$ cat src/rtl/jpeg_pkg.sv
// Shared JPEG constants: coefficient/run widths, block size and the zigzag-to-raster
// lookup used by both the encoder ZigZag stage and the decoder's run-length expander.
package jpeg_pkg;

    localparam int unsigned COEF_W   = 8;
    localparam int unsigned RUN_W    = 6;
    localparam int unsigned BLK_SIZE = 64;

    // Entry n is the raster index (row*8+col) of the n-th coefficient in zigzag order.
    localparam logic [5:0] ZZ_TO_RASTER [BLK_SIZE] = '{
        6'd0,  6'd1,  6'd8,  6'd16, 6'd9,  6'd2,  6'd3,  6'd10,
        6'd17, 6'd24, 6'd32, 6'd25, 6'd18, 6'd11, 6'd4,  6'd5,
        6'd12, 6'd19, 6'd26, 6'd33, 6'd40, 6'd48, 6'd41, 6'd34,
        6'd27, 6'd20, 6'd13, 6'd6,  6'd7,  6'd14, 6'd21, 6'd28,
        6'd35, 6'd42, 6'd49, 6'd56, 6'd57, 6'd50, 6'd43, 6'd36,
        6'd29, 6'd22, 6'd15, 6'd23, 6'd30, 6'd37, 6'd44, 6'd51,
        6'd58, 6'd59, 6'd52, 6'd45, 6'd38, 6'd31, 6'd39, 6'd46,
        6'd53, 6'd60, 6'd61, 6'd54, 6'd47, 6'd55, 6'd62, 6'd63
    };

endpackage

$ cat src/rtl/rld_bank.sv
// One 8x8 coefficient bank: 64 registers of COEF_W bits.
// Ports:
//   clk, reset     clock, asynchronous active-low reset (clears every entry)
//   we, waddr      write enable and raster index of the entry to write
//   wdata          coefficient to store
//   clr            synchronous clear of all 64 entries (wins over a write)
//   rd_row         raster row to present on rd_data
//   rd_data        8 coefficients of rd_row, column 0 in the most significant bits
module rld_bank #(
    parameter int unsigned COEF_W = jpeg_pkg::COEF_W
) (
    input  logic                  clk,
    input  logic                  reset,
    input  logic                  we,
    input  logic [5:0]            waddr,
    input  logic [COEF_W-1:0]     wdata,
    input  logic                  clr,
    input  logic [2:0]            rd_row,
    output logic [8*COEF_W-1:0]   rd_data
);
    import jpeg_pkg::*;

    logic [COEF_W-1:0] mem_q [BLK_SIZE];

    always_ff @(posedge clk or negedge reset) begin
        if (!reset) begin
            for (int i = 0; i < BLK_SIZE; i++) mem_q[i] <= '0;
        end else if (clr) begin
            for (int i = 0; i < BLK_SIZE; i++) mem_q[i] <= '0;
        end else if (we) begin
            mem_q[waddr] <= wdata;
        end
    end

    always_comb begin
        rd_data = '0;
        for (int c = 0; c < 8; c++) begin
            rd_data[(7-c)*COEF_W +: COEF_W] = mem_q[{rd_row, 3'(c)}];
        end
    end

endmodule

$ cat src/rtl/rld_izigzag.sv
// Run-length decode + inverse zigzag into two ping-pong 8x8 banks, drained one raster
// row per handshake.
// Ports:
//   clk, reset                      clock, asynchronous active-low reset
//   sym_valid/sym_ready             symbol handshake
//   sym_run, sym_level, sym_eob     zero run, signed level, end-of-block marker
//   row_valid/row_ready             row handshake
//   row_data, row_idx, blk_last     raster row (col 0 in MSBs), row number, last-row flag
//   err_run                         sticky: a run pushed past position 63
module rld_izigzag #(
    parameter int unsigned COEF_W = jpeg_pkg::COEF_W,
    parameter int unsigned RUN_W  = jpeg_pkg::RUN_W
) (
    input  logic                  clk,
    input  logic                  reset,
    input  logic                  sym_valid,
    output logic                  sym_ready,
    input  logic [RUN_W-1:0]      sym_run,
    input  logic [COEF_W-1:0]     sym_level,
    input  logic                  sym_eob,
    output logic                  row_valid,
    input  logic                  row_ready,
    output logic [8*COEF_W-1:0]   row_data,
    output logic [2:0]            row_idx,
    output logic                  blk_last,
    output logic                  err_run
);
    import jpeg_pkg::*;

    // Wide enough for pos (<= 63) plus the largest run without wrapping.
    localparam int unsigned SUM_W = ((RUN_W > 6) ? RUN_W : 6) + 1;

    logic [1:0]          full_q, full_d;
    logic                wr_sel_q, rd_sel_q;
    logic [6:0]          pos_q, pos_d;
    logic [2:0]          row_idx_q;
    logic                err_run_q;

    logic                sym_acc, overflow, do_write, blk_close;
    logic                row_acc, blk_release;
    logic [SUM_W-1:0]    sum;
    logic [8*COEF_W-1:0] bank_rows [2];

    assign sym_ready   = ~full_q[wr_sel_q];
    assign sym_acc     = sym_valid & sym_ready;
    assign sum         = SUM_W'(pos_q) + SUM_W'(sym_run);
    assign overflow    = sym_acc & ~sym_eob & (sum > SUM_W'(63));
    assign do_write    = sym_acc & ~sym_eob & ~overflow;
    assign blk_close   = sym_acc & (sym_eob | overflow | (sum == SUM_W'(63)));

    assign row_valid   = full_q[rd_sel_q];
    assign row_acc     = row_valid & row_ready;
    assign blk_release = row_acc & (row_idx_q == 3'd7);

    assign row_data    = bank_rows[rd_sel_q];
    assign row_idx     = row_idx_q;
    assign blk_last    = row_valid & (row_idx_q == 3'd7);
    assign err_run     = err_run_q;

    for (genvar b = 0; b < 2; b++) begin : g_bank
        rld_bank #(
            .COEF_W (COEF_W)
        ) u_bank (
            .clk     (clk),
            .reset   (reset),
            .we      (do_write & (wr_sel_q == 1'(b))),
            .waddr   (ZZ_TO_RASTER[sum[5:0]]),
            .wdata   (sym_level),
            .clr     (blk_release & (rd_sel_q == 1'(b))),
            .rd_row  (row_idx_q),
            .rd_data (bank_rows[b])
        );
    end

    // Close and release can coincide only on opposite banks: a close needs its bank
    // empty, a release needs its bank full.
    always_comb begin
        full_d = full_q;
        if (blk_close)   full_d[wr_sel_q] = 1'b1;
        if (blk_release) full_d[rd_sel_q] = 1'b0;
    end

    always_comb begin
        pos_d = pos_q;
        if (blk_close)     pos_d = '0;
        else if (do_write) pos_d = 7'(sum) + 7'd1;
    end

    always_ff @(posedge clk or negedge reset) begin
        if (!reset) begin
            full_q    <= '0;
            wr_sel_q  <= 1'b0;
            rd_sel_q  <= 1'b0;
            pos_q     <= '0;
            row_idx_q <= '0;
            err_run_q <= 1'b0;
        end else begin
            full_q <= full_d;
            pos_q  <= pos_d;
            if (blk_close) wr_sel_q <= ~wr_sel_q;
            if (blk_release) begin
                rd_sel_q  <= ~rd_sel_q;
                row_idx_q <= '0;
            end else if (row_acc) begin
                row_idx_q <= row_idx_q + 3'd1;
            end
            if (overflow) err_run_q <= 1'b1;
        end
    end

endmodule

$ cat config.mk
export PLATFORM = sky130hd
export DESIGN_NAME = rld_izigzag
export DESIGN_NICKNAME = d
export VERILOG_FILES = /design/src/rtl/jpeg_pkg.sv /design/src/rtl/rld_bank.sv /design/src/rtl/rld_izigzag.sv
export SDC_FILE = /design/constraint.sdc
export NUM_CORES = 2
export LEC_CHECK = 0
export ABC_CLOCK_PERIOD_IN_PS = 9050
export CAP_MARGIN = 25
export CORE_UTILIZATION = 50
export DETAILED_ROUTE_END_ITERATION = 12
export GPL_TIMING_DRIVEN = 0
export PLACE_DENSITY = 0.66
export RECOVER_POWER = 100
export SLEW_MARGIN = 20
export SYNTH_ARGS = -nofsm -noshare
export SYNTH_HDL_FRONTEND = slang
export SYNTH_SLANG_ARGS = --single-unit
$ cat constraint.sdc
create_clock -name clk -period 9.05 [get_ports clk]
set_input_delay 1.81 -clock clk [delete_from_list [all_inputs] [get_ports clk]]
set_output_delay 1.81 -clock clk [all_outputs]
set_load 0.01 [all_outputs]
== Yosys cells after proc, flatten, opt, wreduce, memory -nomap -nowiden ==
Memory sizes are Yosys's and may differ from the RTL's.
Cells that the tools add are included.

* Memories kept: 1
* Memory bits (read-only): 384
* Word-level logic and storage cells: 272
* Input bits: 19
* Output and inout port bits: 71
* Register bits after elaboration: 1039

* Multiplexer cells: 75
* Magnitude comparators: 17
* Equal/unequal tests: 2
* Reduce and logical (&&, ||, !) cells: 7
* Add/subtract/negate cells: 3
* Bitwise logic cells: 33

{| class="wikitable"
|+ Memory list
! memory !! depth !! width !! rd ports !! clocked after Yosys merged registers in !! write ports !! RTL line !! source
|-
| (no name shown) || 64 || 6 || 1 || 0 || 0 || rld_izigzag.sv:67 || <nowiki>.waddr (ZZ_TO_RASTER[sum[5:0]]),</nowiki>
|}

{| class="wikitable"
|+ Operators with widths
! operator !! count
|-
| 512-bit two-way mux || 4
|-
| 512-bit bitwise mux || 2
|-
| 8-bit binary-select mux with 6-bit select || 16
|-
| 8-bit two-way mux || 33
|-
| 64-bit two-way mux || 3
|-
| 7-bit greater-or-equal comparator (second input constant) || 10
|-
| 6-bit NOT with 7-bit output || 10
|-
| 8-bit demux with 6-bit select || 1
|-
| 7-bit two-way mux || 2
|-
| 1-bit AND || 12
|-
| 6-bit two-way mux || 2
|-
| 2-bit nonzero test || 4
|-
| 7-bit by 1-bit adder with 7-bit output (second input constant) || 1
|-
| 7-bit by 6-bit adder with 7-bit output || 1
|-
| 7-bit by 6-bit == test with 1-bit output (second input constant) || 1
|-
| 7-bit by 6-bit greater-than comparator with 1-bit output (second input constant) || 1
|-
| 7-bit by 1-bit less-than comparator with 1-bit output (second input constant) || 1
|-
| 1-bit two-way mux || 6
|-
| 3-bit two-way mux || 2
|-
| 1-bit NOT || 5
|-
| 1-bit by 2-bit less-than comparator with 1-bit output (second input constant) || 2
|-
| 2-bit two-way mux || 2
|-
| 3-bit by 1-bit adder with 3-bit output (second input constant) || 1
|-
| 3-bit == test (second input constant) || 1
|-
| 9 further kinds || 14
|}

== Depth between registers and ports, before layout ==
* Word-level depth: 13
* Depth in mapped cells: 17
* Depth with buffers taken out: 12

== Cells and area by module ==
From an unflattened synthesis, not the netlist that was laid out.

* Cells, all modules: 4273
* Area total of the unflattened synthesis: 54638.7 µm²

{| class="wikitable"
|+ Modules (own cells, without submodules)
! module !! times used !! cells an instance !! area each (µm²) !! seq. area each (µm²)
|-
| rld_bank || 2 || 1994 || 26003.7 || 12812.3
|-
| rld_izigzag || 1 || 285 || 2631.3 || 375.4
|}

== Worst setup path after synthesis ==
No wires, ideal clock.

* Kind: input-to-reg
* Start: input sym_run[0]
* End: register g_bank[0].u_bank.mem_q[16] in the netlist's numbering
* Buffers on the path: 4
* Stages: 15
* Required time: 8.970 ns
* Setup time: 0.080 ns
* Arrival: 5.368 ns
* Slack: 3.602 ns
* Cell sequence: ha_1 -> fa_1 -> buf_2 -> xor2_4 -> inv_2 -> buf_2 -> buf_2 -> ha_1 -> and3_1 -> a211oi_1 -> a2111oi_2 -> o211ai_4 -> buf_2 -> nor3_4 -> mux2i_1

* Word-level cells in the longest chain between the ends: 13

{| class="wikitable"
|+ RTL lines
! what !! RTL line !! source
|-
| from (decl) || rld_izigzag.sv:18 || <nowiki>input logic [RUN_W-1:0] sym_run,</nowiki>
|-
| 7-bit by 6-bit adder with 7-bit output * || rld_izigzag.sv:46 || <nowiki>assign sum = SUM_W'(pos_q) + SUM_W'(sym_run);</nowiki>
|-
| 6-bit NOT with 7-bit output (not written as such) || rld_izigzag.sv:67 ||
|-
| memory read 64 x 6 bit || n/a ||
|-
| 6-bit two-way mux (2 in a row) || n/a ||
|-
| 6-bit NOT with 7-bit output (not written as such) || rld_bank.sv:31 || <nowiki>mem_q[waddr] <= wdata;</nowiki>
|-
| 7-bit greater-or-equal comparator (not written as such) or 7-bit by 1-bit less-than comparator with 1-bit output (tied branches) || rld_bank.sv:31 ||
|-
| 1-bit logical AND (not written as such) || rld_bank.sv:31 ||
|-
| 8-bit two-way mux (not written as such) || rld_bank.sv:31 ||
|-
| 8-bit demux with 6-bit select || rld_bank.sv:31 ||
|-
| 512-bit bitwise mux || rld_bank.sv:31 ||
|-
| 512-bit two-way mux || rld_bank.sv:30 || <nowiki>end else if (we) begin</nowiki>
|-
| 512-bit two-way mux || rld_bank.sv:28 || <nowiki>end else if (clr) begin</nowiki>
|-
| to (signal, indexed assignment) || rld_bank.sv:31 ||
|-
| to (decl) || rld_bank.sv:23 || <nowiki>logic [COEF_W-1:0] mem_q [BLK_SIZE];</nowiki>
|}

Mark *: on every way between the ends. The rest lies on a longest branch, timed or not. The select of a mux whose other input is x is not followed.
A chain may end at the register's enable or synchronous reset.

== Worst setup path in the final report ==
* Start: input sym_run[0]
* End: register g_bank[1].u_bank.mem_q[416] in the netlist's numbering

* Word-level cells in the longest chain between the ends: 13

{| class="wikitable"
|+ RTL lines
! what !! RTL line
|-
| 7-bit by 6-bit adder with 7-bit output * || rld_izigzag.sv:46
|-
| 6-bit NOT with 7-bit output (not written as such) || rld_izigzag.sv:67
|-
| memory read 64 x 6 bit || n/a
|-
| 6-bit two-way mux (not written as such) (2 in a row) || rld_izigzag.sv:67
|-
| 6-bit NOT with 7-bit output || n/a
|-
| 7-bit greater-or-equal comparator or 7-bit by 1-bit less-than comparator with 1-bit output (tied branches) || n/a
|-
| 1-bit logical AND || n/a
|-
| 8-bit two-way mux || n/a
|-
| 8-bit demux with 6-bit select || n/a
|-
| 512-bit bitwise mux || rld_bank.sv:31
|-
| 512-bit two-way mux || rld_bank.sv:30
|-
| 512-bit two-way mux || rld_bank.sv:28
|-
| to (signal, indexed assignment) || rld_bank.sv:31
|-
| to (decl) || rld_bank.sv:23
|}

Marks and branches as above.

==> metrics.md <==
| Metric | Value |
|---|---|
| Worst min-delay path category | `reg2reg` |
| Post-DP HPWL | `145 mm` |
| Tmin final | `7820 ps` |
| EDFF count, synth | `0` |
| Crit start category | `primary input` |
| R2r endpoint | `g_bank[1].u_bank.mem_q[416]` |
| Worst-path fanout max | `13` |
| Worst endpoint required time | `9560 ps` |
| Detailed-route via count | `between 30000 and 40000` |
| WP depth | `17` |
| Port-buffer cells | `between 80 and 90` |
| CP Cell Sequence | `dlygate4sd3_1 > ha_1 > fa_1 > clkbuf_1 > xor2_1 > inv_2 > buf_2 > buf_2 > ha_1 > and3_1 > a211oi_1 > a2111o_1 > buf_2 > nand3_2 > buf_4 > nor3_1 > mux2i_1` |
| H-tree levels | `3` |
| Most used cell, CP | `buf_2` |
| Most common cell in the synthesized netlist | `nand2_1` |
| CTS tree | `built` |
| Filler Cells Inserted | `roughly 8600` |
| Worst-Margin Slew | `5600 ps` |
| Wirelength, routed | `~200 mm` |
| Hold_buf cts | `0` |
| Synth area leader | `dfrtp_1` |
| Synth unique cells | `83` |
| Num CTS Buffers | `109` |
| Top-area cell type share of the netlist area | `between 40% and 50%` |
| Global route overflow | `0` |
| DR vias/cell | `about 6.5` |
| DRT iter0 DRCs | `5415` |
| Cell Int Power | `about 10000 uW` |
| Number of cell rows | `about 120` |
| I/O pin total | `90` |
| Comb power frac | `between 40% and 50%` |
| Peak VDD IR | `0.444 mV` |
| Mapped Area | `around 0.053 mm2` |
| Fraction of layout cells with a size suffix above 1 | `about 14%` |
| RSZ-0062 raised after global routing | `false` |
| Sw power | `around 7500 uW` |
| Hold path cells | `1` |
| Status | `complete, but fails checks` |
| Hold Startpoint | `err_run` |
| Sw Share | `between 40 and 50%` |
| Global Route Usage Sum | `between 30% and 40%` |
| Reg-to-Reg Start | `pos_q[0]` |
| Clock power share | `between 20% and 30%` |
| Final Wtd Congestion | `a little under 1` |
| Top post-synthesis cells by count | `nand2_1 (1074), dfrtp_1 (1039), mux2i_1 (1026)` |
| Worst reg2reg setup slack | `2560 ps` |
| Routed Antenna Nets | `0` |
| Top area cells in the synthesized netlist | `dfrtp_1 (49%), mux2i_1 (19%), mux4_2 (14%), nand2_1 (7.6%), clkbuf_1 (2.0%)` |
| Initial antenna violation count | `15` |
| CP Class | `in2reg` |
| Main synth FF type | `dfrtp_1` |
| Worst EP arrival | `approximately 8300 ps` |
| # Max-Cap Violations | `23` |
| Worst skew pair latency | `710 ps` |
| Fin nets | `4501` |
| Vias in the first global route | `38500` |
| Die Span Y | `327 um` |
| TNS Setup | `0 ps` |
| Area delta synth->final | `12.2%` |
| Postcts setup bufs | `0` |
| Die ar. | `0.107 mm2` |
| Max Buffers Root-to-Sink | `3` |
| Routed length per instance | `33.7 um` |
| Clk pin slew, worst setup/hold paths | `about 60 ps` |
| Slowest Stage Delay on Critical Path | `between 1000 and 1500 ps` |
| Failing checks | `max-capacitance violations, max-slew violations` |
| Setup Viol. Count Final | `0` |
| Largest net degree at the start of global routing | `around 140` |
| Worst reg-to-reg path cell count | `16` |
| LEAKAGE | `between 0.02 and 0.03 uW` |
| Synth Area per Inst | `12.5 um2` |
| Drc violations | `0` |
| CP Buf/Inv Count | `7` |
| Ys async rst share | `between 90% and 100%` |
| Post_cts resized | `0` |
| Overall power | `17700 uW` |
| Seq/Total Area, Yosys | `about half` |
| Crit. End Element | `register` |
| Final worst-path cycle share | `between 80% and 90%` |
| Slowest CP cell | `nor3_1` |
| Total core area | `approximately 0.10 mm2` |
| Mapped Cells | `roughly 4200` |
| CTS Sinks | `~1000` |
| Clk root buf | `clkbuf_16` |
| First-pass GRT wire length | `roughly 290 mm` |
| Total nets after synthesis | `between 4000 and 5000` |
| Sequential share of power | `32.8%` |
| Rel. slew slack | `-273%` |
| Worst Clk Skew | `30.4 ps` |
| Synth warn | `0` |
| Hold Path End | `err_run` |
| Slew Viols, Final | `between 400 and 500` |
| Initial DRT Pass Iterations | `6` |
| CP delay by family, top | `simple AND/OR/NAND/NOR gates` |
| Pwr Density | `299 mW/mm2` |
| Initial Utilization | `~51%` |
| Fmax | `128 MHz` |
| Synthesis-stage register bit count | `about 1000` |
| Die width | `between 300 and 400 um` |
| Final hold vios | `0` |
power by group through the flow:
stage,registers [uW],logic (uW),clock network [uW]
after CTS,5790,7340,4640
after detailed placement,5860,7310,0
after global placement,5890,7130,0
after floorplan,5710,4690,0
final,5810,7270,4630
after global routing,5880,7500,4820
worst max-delay path by stage:
| stage | startpoint | endpoint | slack [ps] |
|---|---|---|---|
| floorplan | sym_run[0] | g_bank[0].u_bank.mem_q[16] | 3600 |
| finish | sym_run[0] | g_bank[1].u_bank.mem_q[416] | 1230 |
| global placement | reset | g_bank[1].u_bank.mem_q[115] | -42650 |
| CTS | row_idx[0] | row_data[38] | 2000 |
| detailed placement | sym_run[0] | g_bank[1].u_bank.mem_q[159] | 1950 |
| global route | sym_run[0] | g_bank[1].u_bank.mem_q[416] | 1090 |
layer usage:
layer,GRT usage (%),vias up,share of wire [%]
met5,0,-,0.024
met4,23.0,6,6.9
met3,13.9,459,13
met2,50.5,2464,40
met1,52.3,20300,39
li1,-,15600,-
logic make-up after synthesis:
kind of cell,after synthesis,share of synthesized area (%)
muxes,1346,33.1
DFF,1039,49.3
and+or+nand+nor,1274,11.5
buffers and inverters,378,2.93
AOI/OAI and AO/OA,154,2.39
adders and majority gates,21,0.512
xor gates and xnor gates,10,0.228
worst reg2reg max path, cell delays in order, from the launching register on:
cell	delay, ps
dfrtp_1	380
ha_1	230
fa_1	360
clkbuf_1	180
xor2_1	810
inv_2	110
buf_2	240
buf_2	250
ha_1	240
and3_1	150
a211oi_1	480
a2111o_1	190
buf_2	200
nand3_2	400
buf_4	380
nor3_1	1460
mux2i_1	230
cell type report:
class                   count  area [um2]  area share, %
flip-flops and latches   1039       26000           44.0
multi-input cells        2805       24900           42.0
clock buffers             164        3240           5.47
well taps                1380        1730           2.92
plain buffers             368        1460           2.46
repair buffers            128        1420           2.41
clock inverters            42         402          0.679
inverters                  10        37.5         0.0635
diodes                      5        12.5         0.0212
flip-flops by register name, indices dropped and copies added (netlist names):
register / cells
pos_q: 7
row_idx: 3
wr_sel_q: 1
rd_sel_q: 1
full_q: 2
g_bank.u_bank.mem_q: 1024
err_run: 1
stage by stage:
stage          hold slack (ps)  cells  util [%]  setup slack (ps)  area (um2)
4_1_cts                    494   5922      57.2              2000       59500
5_1_grt                    527   5936      56.8              1090       59100
3_3_place_gp               465   5691      53.2            -42650       55400
2_1_floorplan              477   4222         -              3600       52700
3_5_place_dp               476   5716      53.7              1950       55900
6_report                   473   5941      56.8              1230       59200
placed cells by master (no fill, tap or decap), drive strengths merged, types with 5 or more instances in the layout:
cell and count:
o211ai 10, mux2i 1026, a2111o 5, xnor2 8, nor3b 6, diode 5, nor2 24, a211o 5
a22o 7, nor4 34, nand3 34, clkinv 31, nand2 1075, clkbuf 494, bufinv 6, or3 25
dfrtp 1039, ha 20, a21oi 14, dlygate4sd3 65, nor3 39, a211oi 20, or4 5, a21o 8
mux4 320, inv 12, and3 6, clkdlybuf4s50 23, or2 6, a2111oi 7, buf 78, o22ai 7
nand4 8, o21ai 25
Power figures use the tool's default switching activity.
